--- src/rtl/piso_pkg.sv ---
// Shared definitions for the parallel-in, serial-out serializer: FSM state
// encodings and the bit-counter width helper.
package piso_pkg;

  typedef enum logic {
    ST_IDLE  = 1'b0,
    ST_SHIFT = 1'b1
  } state_t;

  // A down-counter from width-1 to 0 needs ceil(log2(width)) bits; keep at least one.
  function automatic int CNT_W(input int width);
    return (width > 1) ? $clog2(width) : 1;
  endfunction

endpackage

--- src/rtl/shift_reg_en.sv ---
// WIDTH-bit register with asynchronous reset, synchronous parallel load,
// synchronous clear and an enabled zero-filling shift in direction DIR.
module shift_reg_en #(
  parameter int WIDTH = 8,
  parameter int DIR   = 1
) (
  input  logic             clk,
  input  logic             rst,
  input  logic             load,
  input  logic             clear,
  input  logic             shift,
  input  logic [WIDTH-1:0] load_data,
  output logic [WIDTH-1:0] q
);

  logic [WIDTH-1:0] q_q;
  logic [WIDTH-1:0] q_d;

  // Load wins over clear, clear wins over shift; DIR=1 moves bits toward the MSB.
  always_comb begin
    q_d = q_q;
    if (load) begin
      q_d = load_data;
    end else if (clear) begin
      q_d = '0;
    end else if (shift) begin
      if (DIR != 0) begin
        q_d = {q_q[WIDTH-2:0], 1'b0};
      end else begin
        q_d = {1'b0, q_q[WIDTH-1:1]};
      end
    end
  end

  always_ff @(posedge clk or posedge rst) begin
    if (rst) begin
      q_q <= '0;
    end else begin
      q_q <= q_d;
    end
  end

  assign q = q_q;

endmodule

--- src/rtl/piso_serializer.sv ---
// Parallel-in, serial-out serializer: accepts one word over a valid/ready port
// and emits it one bit per enabled cycle with frame-start/last markers.
module piso_serializer
  import piso_pkg::*;
#(
  parameter int WIDTH     = 8,
  parameter int MSB_FIRST = 1
) (
  input  logic             clk,
  input  logic             rst,
  input  logic             load_valid,
  output logic             load_ready,
  input  logic [WIDTH-1:0] load_data,
  input  logic             shift_en,
  output logic             sdo,
  output logic             sdo_valid,
  output logic             frame_start,
  output logic             frame_last,
  output logic             busy
);

  localparam int            CW      = CNT_W(WIDTH);
  localparam logic [CW-1:0] CNT_MAX = CW'(WIDTH - 1);
  localparam int            OUT_IDX = (MSB_FIRST != 0) ? WIDTH - 1 : 0;

  state_t           state_q;
  state_t           state_d;
  logic [CW-1:0]    cnt_q;
  logic [CW-1:0]    cnt_d;
  logic [WIDTH-1:0] sreg;

  logic inShift;
  logic lastBit;
  logic loadAccept;
  logic shiftStep;
  logic frameEnd;

  assign inShift = (state_q == ST_SHIFT);
  assign lastBit = inShift && (cnt_q == '0);

  // The ready term looks at shift_en so a new word can follow the last bit with no gap.
  always_comb begin
    load_ready = !inShift || (lastBit && shift_en);
    loadAccept = load_valid && load_ready;
    shiftStep  = inShift && shift_en && (cnt_q != '0);
    frameEnd   = lastBit && shift_en && !loadAccept;
  end

  always_comb begin
    state_d = state_q;
    cnt_d   = cnt_q;
    if (loadAccept) begin
      state_d = ST_SHIFT;
      cnt_d   = CNT_MAX;
    end else if (shiftStep) begin
      cnt_d = cnt_q - 1'b1;
    end else if (frameEnd) begin
      state_d = ST_IDLE;
    end
  end

  always_ff @(posedge clk or posedge rst) begin
    if (rst) begin
      state_q <= ST_IDLE;
      cnt_q   <= '0;
    end else begin
      state_q <= state_d;
      cnt_q   <= cnt_d;
    end
  end

  shift_reg_en #(
    .WIDTH(WIDTH),
    .DIR  (MSB_FIRST)
  ) u_sreg (
    .clk      (clk),
    .rst      (rst),
    .load     (loadAccept),
    .clear    (frameEnd),
    .shift    (shiftStep),
    .load_data(load_data),
    .q        (sreg)
  );

  // The serial bit always comes from the register, never from load_data.
  always_comb begin
    busy        = inShift;
    sdo         = inShift ? sreg[OUT_IDX] : 1'b0;
    sdo_valid   = inShift && shift_en;
    frame_start = sdo_valid && (cnt_q == CNT_MAX);
    frame_last  = sdo_valid && (cnt_q == '0);
  end

endmodule

--- config.mk ---
export PLATFORM = sky130hd
export DESIGN_NAME = piso_serializer
export DESIGN_NICKNAME = d
export VERILOG_FILES = /design/src/rtl/piso_pkg.sv /design/src/rtl/shift_reg_en.sv /design/src/rtl/piso_serializer.sv
export SDC_FILE = /design/constraint.sdc
export NUM_CORES = 1
export LEC_CHECK = 0
export ABC_AREA = 1
export BUFFER_PORTS_ARGS = -buffer_cell sky130_fd_sc_hd__buf_2
export CORE_UTILIZATION = 54
export CTS_BUF_LIST = sky130_fd_sc_hd__clkbuf_4 sky130_fd_sc_hd__clkbuf_8 sky130_fd_sc_hd__clkbuf_16
export DETAILED_ROUTE_END_ITERATION = 10
export PLACE_DENSITY = 0.86
export SLEW_MARGIN = 25
export SYNTH_ARGS = -nofsm -noshare
export SYNTH_HDL_FRONTEND = slang
export SYNTH_SLANG_ARGS = --single-unit
--- constraint.sdc ---
create_clock -name clk -period 3.2 [get_ports clk]
set_clock_uncertainty 0.05 [all_clocks]
set_input_delay 0 -clock clk [delete_from_list [all_inputs] [get_ports clk]]
set_output_delay 0 -clock clk [all_outputs]
set_load 0.05 [all_outputs]
==> impl_metrics.tcl <==
set metrics [dict create \
    tightest_slew_ns 0.447 \
    via_count 636 \
    rr_endpoint "u_sreg.q[7]$_DFFE_PP0P_" \
    ys_types 17 \
    antenna_found_initial 0 \
    grt_max_degree 13 \
    grt_pass1_wl_um 2180 \
    cp.arrival_ns 1.69 \
    ir_drop_uv 375 \
    yosysSeqAreaShare_pct 40.1 \
    initial_utilization_pct 57.5 \
    drv_cap 0 \
    synth-adder-area-share_pct 5.02 \
    cp_max_fo 11 \
    min_period_ns 1.74 \
    rows 13 \
    core_sq_um 1300 \
    dpl.cell_count 123 \
    drt-total-wl_um 1410 \
    netlist_instances 93 \
    drv_slew 0 \
    setup.worst_path.start_class "flop" \
    post-route-util_pct 66.9 \
    layout_commonest_cell "nand2_1" \
    die-area_sq_um 1540 \
    power_density_nw_per_um2 736 \
    diodes 0 \
    viasPerCell 4.93 \
    p_sw_w 0.000294 \
    place_area_sq_um 818 \
    cp-startpoint "cnt_q[0]$_DFFE_PP0P_" \
    criticalPathCategory "flop to output pin" \
    stdcell_count 129 \
    pwr-share-comb_pct 46.7 \
    drcViolationCount 0 \
    rsz0062_at_grt "no" \
    fin_setup_tns_ns 0 \
    p_sw_share_pct 45.9 \
    synth_xor_area_share_pct 0 \
    htreeDepth 1 \
    p_int_w 0.000347 \
    dpl.hpwl_um 1070 \
    synth_compound_area_share_pct 1.34 \
    reg2reg_slack_ns 1.70 \
    path_cells "inv_1 > ha_1 > inv_1 > nor2_4 > nand2_4 > nand2_4 > buf_2" \
    rr_startpoint "cnt_q[0]$_DFFE_PP0P_" \
    die_x_um 39.2 \
    ant_nets 0 \
    relSlewSlack_pct 70.2 \
    final_cell_mix "nand2_1, buf_2, dfrtp_1" \
    firstDrtPassIters 4 \
    tritoncts "yes" \
    clock_power_share_pct 14.2 \
    root_buffer "clkbuf_4" \
    first_iter_violations 9 \
    setup_slack_ns 1.46 \
    stdcell_area_sq_um 871 \
    synth_top_family_by_area "simple AND/OR/NAND/NOR gates" \
    die_h_um 39.2 \
    cp_slowest_stage_delay_ns 0.40 \
    power_leakage_nw 0.521 \
    power_frac_seq_pct 39.1 \
    hold_violations 0 \
    finalNetCount 131 \
    ios 18 \
    regArea_sq_um 300 \
    status "complete, no violations" \
    cts_buffers 3 \
    syn_area_sq_um 748 \
    syn-mean-instance-area_sq_um 8.05 \
    overflow 0 \
    grt_usage_pct 21.4 \
    worstSkewPairLatency_ns 0.27 \
    ys_warn_count 0 \
    cp.required_ns 3.15 \
    gp_congestion 0.857 \
    fin_crit_sh_pct 54.3 \
    clk_pin_slew_ns 0.07 \
    cp-end-kind "output pin" \
    cp_slowest_cell "dfrtp_1" \
    endpoint "load_ready" \
    multi_input_comb_area_sq_um 380 \
    finalSetupViolCount 0 \
    port_buffers 17 \
    synthesis.nets 108 \
    rr_worst_depth 10 \
    place_ws_ns 1.71 \
    synthSimpleGateAreaFrac_pct 44.5 \
    min_path_type "input pin to flop" \
    wire_per_inst_um 11.0 \
    grt_pass1_vias 558 \
    fillers 109 \
    synth_mux_area_share_pct 0 \
    drive_above_1_share_pct 28.9 \
    synthToLayoutAreaGrowth_pct 16.4 \
    cts_sinks 12 \
    fmax_ghz 0.575 \
    ys_seq_elements 12 \
    clockBufferDepth 2 \
]
## metal layers
layer,global-route usage [%],share of wire [%],vias up
met1,28.6,47,273
met3,3.47,4.2,5
met4,10.3,2.3,0
met2,33.3,46,22
li1,-,-,336
met5,0,0,-
## repair_timing
action / CTS / global route
buffers inserted: 0 / 0
setup endpoints to repair: 0 / 0
hold buffers: 3 / 0
resized for setup: 0 / 0
endpoints found under the hold margin: 14 / 0
## sequential cells by signal, summed over array words and instances, names as in the netlist
| name | count |
|---|---|
| cnt_q | 3 |
| u_sreg.q | 8 |
| busy | 1 |
## worst max-delay path: cells and delay by family, from the launching register on
kind | cells | cell delay (ns)
buffers and inverters | 3 | 0.47
DFF | 1 | 0.40
and+or+nand+nor | 3 | 0.40
adders and majority gates | 1 | 0.16
## logic make-up (layout without fill, tap and decap cells)
logic type                 Yosys count  count (layout)
and+or+nand+nor                     65              65
DFF                                 12              12
AOI/OAI and AO/OA                    2               2
buffers and inverters               11              32
adders and majority gates            3               3
## worst min-delay path by stage
stage	endpoint	slack, ns	cells after the start	from
floorplan	busy$_DFFE_PP0P_	-0.19	1	rst
global placement	u_sreg.q[0]$_DFFE_PP0P_	-0.02	2	rst
detailed placement	u_sreg.q[0]$_DFFE_PP0P_	-0.02	2	rst
CTS	u_sreg.q[7]$_DFFE_PP0P_	0.003	5	load_data[7]
global route	u_sreg.q[4]$_DFFE_PP0P_	0.01	5	load_data[4]
finish	u_sreg.q[7]$_DFFE_PP0P_	0.007	5	load_data[7]
## cell type report
class / instances / share of cell area [%]
multi-input cells: 70 / 43.7
flip-flops and latches: 12 / 34.5
repair buffers: 20 / 13.2
inverters: 9 / 3.88
clock buffers: 3 / 2.59
well taps: 15 / 2.16
## metrics by stage
stage | total power, W | hold WS [ns]
final | 0.000641 | 0.00699
after global routing | 0.000694 | 0.0107
after CTS | 0.000645 | 0.00266
after detailed placement | 0.000551 | -0.0190
after global placement | 0.000541 | -0.0210
after floorplan | 0.000501 | -0.185
## Yosys cell counts
master	count	area, sq um
or2_0	1	6.26
inv_1	8	30.0
buf_12	1	20.0
nor2_4	1	11.3
nand3_1	10	50.1
nand2_2	2	12.5
nand3_2	6	60.1
clkbuf_8	1	13.8
inv_2	1	3.75
nor3_1	1	5.00
a21oi_1	1	5.00
nor2_1	3	11.3
dfrtp_1	12	300
nand2_1	38	143
ha_1	3	37.5
o21ai_0	1	5.00
nand2_4	3	33.8
## power by group through the flow
stage / Combinational (W) / Clock, W / Sequential (W)
final: 0.000299 / 0.0000910 / 0.000251
after global placement: 0.000287 / 0 / 0.000254
after CTS: 0.000302 / 0.0000928 / 0.000250
after detailed placement: 0.000297 / 0 / 0.000253
after floorplan: 0.000246 / 0 / 0.000256
after global routing: 0.000333 / 0.000102 / 0.000258
Power figures use the tool's default switching activity.
